`config.mk`:
```
export PLATFORM = sky130hd
export DESIGN_NAME = rgb_fade_sequencer
export DESIGN_NICKNAME = d
export VERILOG_FILES = /design/src/rtl/rgb_fade_sequencer.sv
export SDC_FILE = /design/constraint.sdc
export NUM_CORES = 1
export LEC_CHECK = 0
export CAP_MARGIN = 20
export CORE_ASPECT_RATIO = 0.75
export CORE_MARGIN = 8
export CORE_UTILIZATION = 27
export DETAILED_ROUTE_END_ITERATION = 10
export PLACE_DENSITY = 0.51
export SETUP_SLACK_MARGIN = 0.3
export SKIP_LAST_GASP = 1
export SYNTH_ARGS = -nofsm -noshare
export SYNTH_HDL_FRONTEND = slang
export SYNTH_SLANG_ARGS = --single-unit
```
`constraint.sdc`:
```
create_clock -name clk -period 8.5 [get_ports clk]
set_input_delay 2.125 -clock clk [delete_from_list [all_inputs] [get_ports clk]]
set_output_delay 2.125 -clock clk [all_outputs]
set_load 0.01 [all_outputs]
```
`src/rtl/rgb_fade_sequencer.sv`:
```
// Duty-value sequencer for the RGB mixer: forwards encoder values, or plays a stored palette as linear fades.
// Optional macro RGB_SEQ_LOOP_EN: loop the palette instead of stopping after the last entry.
module rgb_fade_sequencer #(
    parameter int DEPTH      = 4,
    parameter int HOLD_TICKS = 64,
    localparam int IW        = (DEPTH > 1) ? $clog2(DEPTH) : 1
) (
    input  logic          clk,
    input  logic          rst_n,
    input  logic          ena,
    input  logic [7:0]    enc0_val,
    input  logic [7:0]    enc1_val,
    input  logic [7:0]    enc2_val,
    input  logic          store,
    input  logic          play,
    input  logic          step_tick,
    output logic [7:0]    duty0,
    output logic [7:0]    duty1,
    output logic [7:0]    duty2,
    output logic [1:0]    state,
    output logic [IW-1:0] entry,
    output logic          update
);

    typedef enum logic [1:0] {
        IDLE = 2'b00,
        FADE = 2'b01,
        HOLD = 2'b10,
        STOP = 2'b11
    } state_t;

    state_t        state_reg;
    logic [IW-1:0] entry_reg;
    logic [IW-1:0] wr_idx_reg;
    logic [7:0]    hold_cnt_reg;
    logic          update_reg;
    logic [7:0]    duty_reg [3];
    logic [23:0]   palette_reg [DEPTH];

    logic [7:0]    enc_val   [3];
    logic [7:0]    target    [3];
    logic [7:0]    step_val  [3];
    logic [7:0]    duty_next [3];
    logic [2:0]    at_target;
    logic [2:0]    changed;
    logic [23:0]   cur_target;
    logic          fade_step;

    assign enc_val[0] = enc0_val;
    assign enc_val[1] = enc1_val;
    assign enc_val[2] = enc2_val;

    assign cur_target = palette_reg[entry_reg];
    assign fade_step  = play && (state_reg == FADE) && step_tick;

    // Channel 0 (R) lives in the top byte of each palette word.
    generate
        for (genvar gi = 0; gi < 3; gi++) begin : g_chan
            assign target[gi]   = cur_target[23-8*gi -: 8];
            assign step_val[gi] = (duty_reg[gi] < target[gi]) ? duty_reg[gi] + 8'd1 :
                                  (duty_reg[gi] > target[gi]) ? duty_reg[gi] - 8'd1 :
                                                                duty_reg[gi];
            assign at_target[gi] = (step_val[gi] == target[gi]);
            // Play low always tracks the encoders, including the cycle that leaves a play state.
            assign duty_next[gi] = !play     ? enc_val[gi] :
                                   fade_step ? step_val[gi] :
                                               duty_reg[gi];
            assign changed[gi]   = (duty_next[gi] != duty_reg[gi]);
        end
    endgenerate

    always_ff @(posedge clk or negedge rst_n) begin
        if (!rst_n) begin
            for (int i = 0; i < 3; i++) begin
                duty_reg[i] <= 8'd0;
            end
            update_reg <= 1'b0;
        end else if (ena) begin
            for (int i = 0; i < 3; i++) begin
                duty_reg[i] <= duty_next[i];
            end
            update_reg <= |changed;
        end else begin
            update_reg <= 1'b0;
        end
    end

    always_ff @(posedge clk or negedge rst_n) begin
        if (!rst_n) begin
            state_reg    <= IDLE;
            entry_reg    <= '0;
            hold_cnt_reg <= 8'd0;
        end else if (ena) begin
            if (!play) begin
                state_reg    <= IDLE;
                entry_reg    <= '0;
                hold_cnt_reg <= 8'd0;
            end else begin
                case (state_reg)
                    IDLE: begin
                        state_reg <= FADE;
                        entry_reg <= '0;
                    end
                    FADE: begin
                        if (step_tick && (&at_target)) begin
                            state_reg    <= HOLD;
                            hold_cnt_reg <= 8'd0;
                        end
                    end
                    HOLD: begin
                        if (step_tick) begin
                            if (hold_cnt_reg == 8'(HOLD_TICKS - 1)) begin
                                hold_cnt_reg <= 8'd0;
                                if (entry_reg == IW'(DEPTH - 1)) begin
`ifdef RGB_SEQ_LOOP_EN
                                    entry_reg <= '0;
                                    state_reg <= FADE;
`else
                                    state_reg <= STOP;
`endif
                                end else begin
                                    entry_reg <= entry_reg + IW'(1);
                                    state_reg <= FADE;
                                end
                            end else begin
                                hold_cnt_reg <= hold_cnt_reg + 8'd1;
                            end
                        end
                    end
                    default: begin
                        state_reg <= STOP;
                    end
                endcase
            end
        end
    end

    // Palette write port; the fade reads the pre-write value in the same cycle.
    always_ff @(posedge clk or negedge rst_n) begin
        if (!rst_n) begin
            for (int i = 0; i < DEPTH; i++) begin
                palette_reg[i] <= 24'd0;
            end
            wr_idx_reg <= '0;
        end else if (ena && store) begin
            palette_reg[wr_idx_reg] <= {enc0_val, enc1_val, enc2_val};
            wr_idx_reg              <= wr_idx_reg + IW'(1);
        end
    end

    assign duty0  = duty_reg[0];
    assign duty1  = duty_reg[1];
    assign duty2  = duty_reg[2];
    assign state  = state_reg;
    assign entry  = entry_reg;
    assign update = update_reg;

endmodule

```
### Word level (Yosys, flattened, before mapping)

Cells that the tools add are included.
W data, S select, Z words.

| storage, ports and cells | value |
|---|---|
| bits of input ports | 30 |
| output and inout bits | 29 |
| logic and storage cells | 94 |
| bits in registers | 135 |

| cells by class | value |
|---|---|
| reduce and logical (&&, ||, !) cells | 11 |
| muxes and demuxes | 35 |
| $lt $le $gt $ge | 9 |
| equal/unequal tests | 16 |
| bitwise operators | 2 |
| $add $sub $neg | 9 |

Operator list:

| operator | number |
|---|---|
| $mux W8 | 16 |
| $bwmux W96 | 1 |
| $mux W24 | 3 |
| $bmux W24 S2 | 1 |
| $demux W24 S2 | 1 |
| $add A8 B1 Y8 const B | 4 |
| $eq A8 B8 Y1 | 3 |
| $gt A8 B8 Y1 | 3 |
| $lt A8 B8 Y1 | 3 |
| $ne A8 B8 Y1 | 3 |
| $sub A8 B1 Y8 const B | 3 |
| $mux W2 | 9 |
| $pmux W8 S2 | 1 |
| $ne A3 B3 Y1 const B | 3 |
| $eq A8 B6 Y1 const B | 1 |
| $reduce_and A4 Y1 | 2 |
| $ge A3 B3 Y1 const B | 2 |
| $ne A3 B1 Y1 const B | 2 |
| $not A2 Y3 | 2 |
| $pmux W2 S3 | 1 |
| $logic_and A1 B1 Y1 | 5 |
| $reduce_and A5 Y1 | 1 |
| $add A2 B1 Y2 const B | 2 |
| $eq A2 B2 Y1 const B | 2 |
| 8 further kinds | 8 |

### Depth between registers and ports, before layout

| depth | value |
|---|---|
| word-level depth | 13 |
| mapped depth | 17 |
| gate-level depth less buffers | 15 |

### Worst setup path after synthesis

OpenSTA, ideal clock, no wires.

| path | value |
|---|---|
| path kind | register to register |
| start point | register entry_reg[0], in the netlist entry[0] |
| end point | register hold_cnt_reg[0] |
| library setup time | 0.079 ns |
| setup slack | 4.124 ns |
| period minus slack after synthesis | 4.376 ns |
| cell stages (with the launch flop) | 17 |
| data required time | 8.421 ns |
| data arrival time | 4.296 ns |
| cell sequence | dfrtp_1 buf_6 buf_2 mux4_2 inv_1 ha_1 nor2b_1 o211ai_1 a21o_1 a21oi_1 or3_1 a2111oi_2 nand4_1 nor4_2 nand3_2 a211o_1 mux2i_1 |

| on the way | value |
|---|---|
| cells in the longest elaborated chain, start to end | 12 |
| elaborated cells between the ends (all ways) | 23 |
| classes of those cells | order compare (6); eq/ne (4); mux (9); bitwise (1); reduce/logical (3) |

Ends and longest elaborated chain:

| item | RTL line | source |
|---|---|---|
| start: declaration | 33 | `logic [IW-1:0] entry_reg;` |
| start signal: assignment | 122 | `entry_reg <= entry_reg + IW'(1);` |
| $not A2 Y3 (implied by the code) (*) | 53 | `assign cur_target = palette_reg[entry_reg];` |
| $bmux W24 S2 (*) | 53 |  |
| $mux W24 (implied by the code) (*) (2 in series) | 53 |  |
| $gt A8 B8 Y1 | 61 | `(duty_reg[gi] > target[gi]) ? duty_reg[gi] - 8'd1 :` |
| $mux W8 | 61 |  |
| $mux W8 | 60 | `assign step_val[gi] = (duty_reg[gi] < target[gi]) ? duty_reg[gi] + 8'd1 :` |
| $eq A8 B8 Y1 | 63 | `assign at_target[gi] = (step_val[gi] == target[gi]);` |
| $reduce_and A3 Y1 (*) | 105 | `if (step_tick && (&at_target)) begin` |
| $logic_and A1 B1 Y1 (*) | 105 |  |
| $ne A3 B2 Y1 (no source line) (*) | - |  |
| $reduce_and A4 Y1 (no source line) (*) | - |  |
| end signal: assignment | 126 | `hold_cnt_reg <= hold_cnt_reg + 8'd1;` |
| end: declaration | 35 | `logic [7:0] hold_cnt_reg;` |

Every way passes the cells marked *; elsewhere a longest branch is shown, timed or not. The select of a mux whose other input is x is not followed.
A chain may end at the register's enable or synchronous reset.

### Worst setup path after layout

| path | value |
|---|---|
| start point | register entry_reg[1], in the netlist entry[1] |
| end point | register hold_cnt_reg[1] |

The elaborated chain is that of the path after synthesis.

==> key figures <==
Run status
  • Status: finished, final reports clean

Clocking
  • Htree depth: 4
  • CTS Buffer Depth: 2
  • Root buffer cell: clkbuf_16
  • CTS tree: done
  • CTS clk-pin slew, worst paths: 60 ps
  • Post-CTS sizing: 0
  • Clock latency on the worst-skew pair: 440 ps
  • CTS Buf Count: 17
  • Sink Count: 135
  • Cts hold-fix bufs: 0
  • Post-CTS Setup Repair Bufs: 0

GRT
  • Congestion Overflow GR: 0
  • Largest net degree at the start of global routing: 71
  • Number of global-route vias before repair: 6713
  • Gr usage total: 14.1%
  • Initial antenna violation count: 0
  • First-pass GRT wire length: 41.2 mm

STA
  • Top achievable clock speed: 190 MHz
  • Setup TNS: 0 ps
  • Slew @ Worst Pin: 965 ps
  • Worst Skew: 12.0 ps
  • # setup viols final: 0
  • Hold WS: 476 ps
  • Tmin final: 5270 ps
  • Final Hold Fails: 0
  • Final Max Slew Viols: 0
  • RSZ-0062 raised after global routing: false
  • Slew Limit Headroom: 35.7%
  • Final period util: 62.1%

Power
  • Switching power: 0.00112 W
  • Power share of the sequential group: 34.9%
  • Leakage: 4.13 nW
  • Total power: 0.00308 W
  • Logic pwr share: 38.8%
  • Pwr dens: 302 mW/mm²
  • Sw Ratio: 36.4%
  • Pint: 0.00196 W
  • Clock network fraction of total power: 26.3%
  • Peak supply drop: 0.000126 V

Cells and area
  • Fin area: 0.0102 mm²
  • Share of cells above drive strength 1: 16.7%
  • Fill count: 3203
  • Area growth from synthesis to layout: 19.0%
  • Post-route insts no fill: 1329
  • Max FFs per register: 96
  • Area of the multi-input gates: 0.00482 mm²
  • # diodes: 0
  • Layout net count: 976
  • Register area: 0.00338 mm²

Floorplanning
  • Vert. Die Dim: 170 µm
  • Initial core utilization: 27.4%
  • IO Count: 59
  • Die area: 0.0377 mm²
  • Core area: 0.0313 mm²
  • Die Wd: 222 µm
  • Std cell rows: 56

Setup path
  • Crit path to: hold_cnt_reg[1]$_DFFE_PN0P_
  • Required time worst endpoint: 8860 ps
  • CP arrival: 5630 ps
  • CP Capture Type: flop
  • CP Max Fanout: 19
  • R2R setup slack: 3230 ps
  • Reg2reg start: entry[1]$_DFFE_PN0P_
  • Reg2reg end: hold_cnt_reg[1]$_DFFE_PN0P_
  • Worst R2R Path Depth: 15
  • Critical Path Start Type: flop
  • Crit. Startpoint: entry[1]$_DFFE_PN0P_
  • Worst Setup Path Type: flop to flop

Placement
  • Placer congestion estimate: 0.837
  • Post-Place Cell Area: 0.00955 mm²
  • Hpwl dp: 18.5 mm
  • DP Cell Count: 1297
  • Port Buffers: 58

Routing
  • Routed Wire Length: 26.1 mm
  • Iter 0 DRT Violations: 472
  • Wire per inst: 19.7 µm
  • Vias/cell: 5.18
  • Via count: 6880
  • Drt drc: 0
  • DRT Pass-1 Iters: 5
  • Routed Antenna Nets: 0

Synthesis
  • Yosys reg bits: 135
  • Async set-reset flop share out of synthesis: 100%
  • Syn avg cell area: 9.85 µm²
  • Top FF cell, synth: dfrtp_1
  • Net count after synthesis: 934
  • Post-Syn Area: 0.00855 mm²
  • Sequential fraction of the synthesis area: 39.5%
  • Netlist cell types: 73
  • Synth warn: 0
  • Post-synth EDFFs: 0
  • Syn Inst Count: 868

Min path
  • Min-Delay Path Class: flop to flop

Job
  • Max-Cap Viols: 0
==> cell type report <==
cell class	count	area share, %
multi-input combinational	640	47.3
clock buffer	18	4.22
sequential	135	33.2
tap	406	4.99
inverter	47	1.73
clock inverter	14	1.95
timing repair buffer	69	6.60
==> logic make-up (layout without fill, tap and decap cells) <==
logic type | Yosys count | in the layout | share of synthesized area, %
multiplexers | 114 | 114 | 17.5
AO/OA/AOI/OAI | 216 | 216 | 15.7
adder cells (fa/ha/maj) | 36 | 36 | 5.27
flip-flops | 135 | 135 | 39.5
buffers and inverters | 93 | 148 | 4.26
XOR/XNOR | 51 | 51 | 5.31
AND/OR/NAND/NOR | 223 | 223 | 12.4
==> cells in the mapped netlist (3+ instances only) <==
library cell    n  share of area [%]
o211ai_1        8               0.70
nand4_1        12               0.88
a211o_1         3               0.31
clkbuf_1       40                1.8
buf_2           3               0.18
nor2b_1         5               0.37
ha_1           36                5.3
a21oi_1        77                4.5
a31oi_1         8               0.59
o221ai_1        3               0.31
nor2_1         37                1.6
o32ai_1         4               0.41
and4_1          3               0.31
nand3_1        26                1.5
mux4_2         14                3.7
o22ai_1        19                1.4
nand2b_1        4               0.29
o21ai_0        42                2.5
mux2i_1        13                1.5
mux4_1          5                1.5
o21a_1          5               0.44
dfrtp_1       135                 40
and2_1          5               0.37
inv_1          46                2.0
a21o_1         11               0.97
xnor2_1        34                3.5
xor2_1         16                1.6
nor3_1         16               0.94
or2_2           4               0.29
nor4_1          7               0.51
a2111oi_0       4               0.41
mux2_2         82                 11
nand2_1        87                3.8
and3_1          7               0.51
==> power groups by stage <==
stage                     Combinational (W)  Clock (W)  Sequential, W
after CTS                           0.00120   0.000822        0.00107
after global routing                0.00132   0.000858        0.00111
after global placement              0.00117          0        0.00108
final                               0.00120   0.000808        0.00107
after detailed placement            0.00119          0        0.00108
after floorplan                    0.000891          0        0.00101
==> metal layers <==
metal  wire [µm]  track usage (%)
met3        1220             2.87
met1       13600             21.2
met5           0                0
met2       11100             20.3
met4         211             3.19
==> layout by cell type, fill, tap and decap left out, drive strengths merged, types with 35 or more instances in the layout <==
cell type | netlist | layout
ha | 36 | 36
clkdlybuf4s50 | 0 | 57
a21oi | 78 | 78
xnor2 | 35 | 35
nand2 | 87 | 87
mux2 | 82 | 82
o21ai | 44 | 44
inv | 47 | 49
nor2 | 37 | 37
dfrtp | 135 | 135
==> worst max-delay path: stages, from the launching register on <==
cell	delay (ps)
dfrtp_2	610
buf_4	410
mux2_2	370
o21ai_0	360
ha_1	320
and4_1	190
nand2_1	160
nand2_1	130
a2111oi_0	620
o311ai_0	250
a2111oi_2	310
nand4_1	150
nor4_2	470
nand3_2	250
a21oi_2	340
mux2i_1	220
==> how the worst min path moves through the flow <==
stage                                 from                     endpoint  cells after the start
3_3_place_gp   palette_reg[91]$_DFFE_PN0P_  palette_reg[91]$_DFFE_PN0P_                      2
6_report       palette_reg[71]$_DFFE_PN0P_  palette_reg[71]$_DFFE_PN0P_                      2
5_1_grt         palette_reg[5]$_DFFE_PN0P_   palette_reg[5]$_DFFE_PN0P_                      2
2_1_floorplan  palette_reg[64]$_DFFE_PN0P_  palette_reg[64]$_DFFE_PN0P_                      2
3_5_place_dp   palette_reg[71]$_DFFE_PN0P_  palette_reg[71]$_DFFE_PN0P_                      2
4_1_cts        palette_reg[71]$_DFFE_PN0P_  palette_reg[71]$_DFFE_PN0P_                      2
==> through the flow <==
stage	util (%)	worst slack (ps)
floorplan	-	4120
global placement	30.5	3160
detailed placement	30.6	3390
CTS	32.6	3380
global route	32.6	3090
finish	32.6	3230
Power figures use the tool's default switching activity.
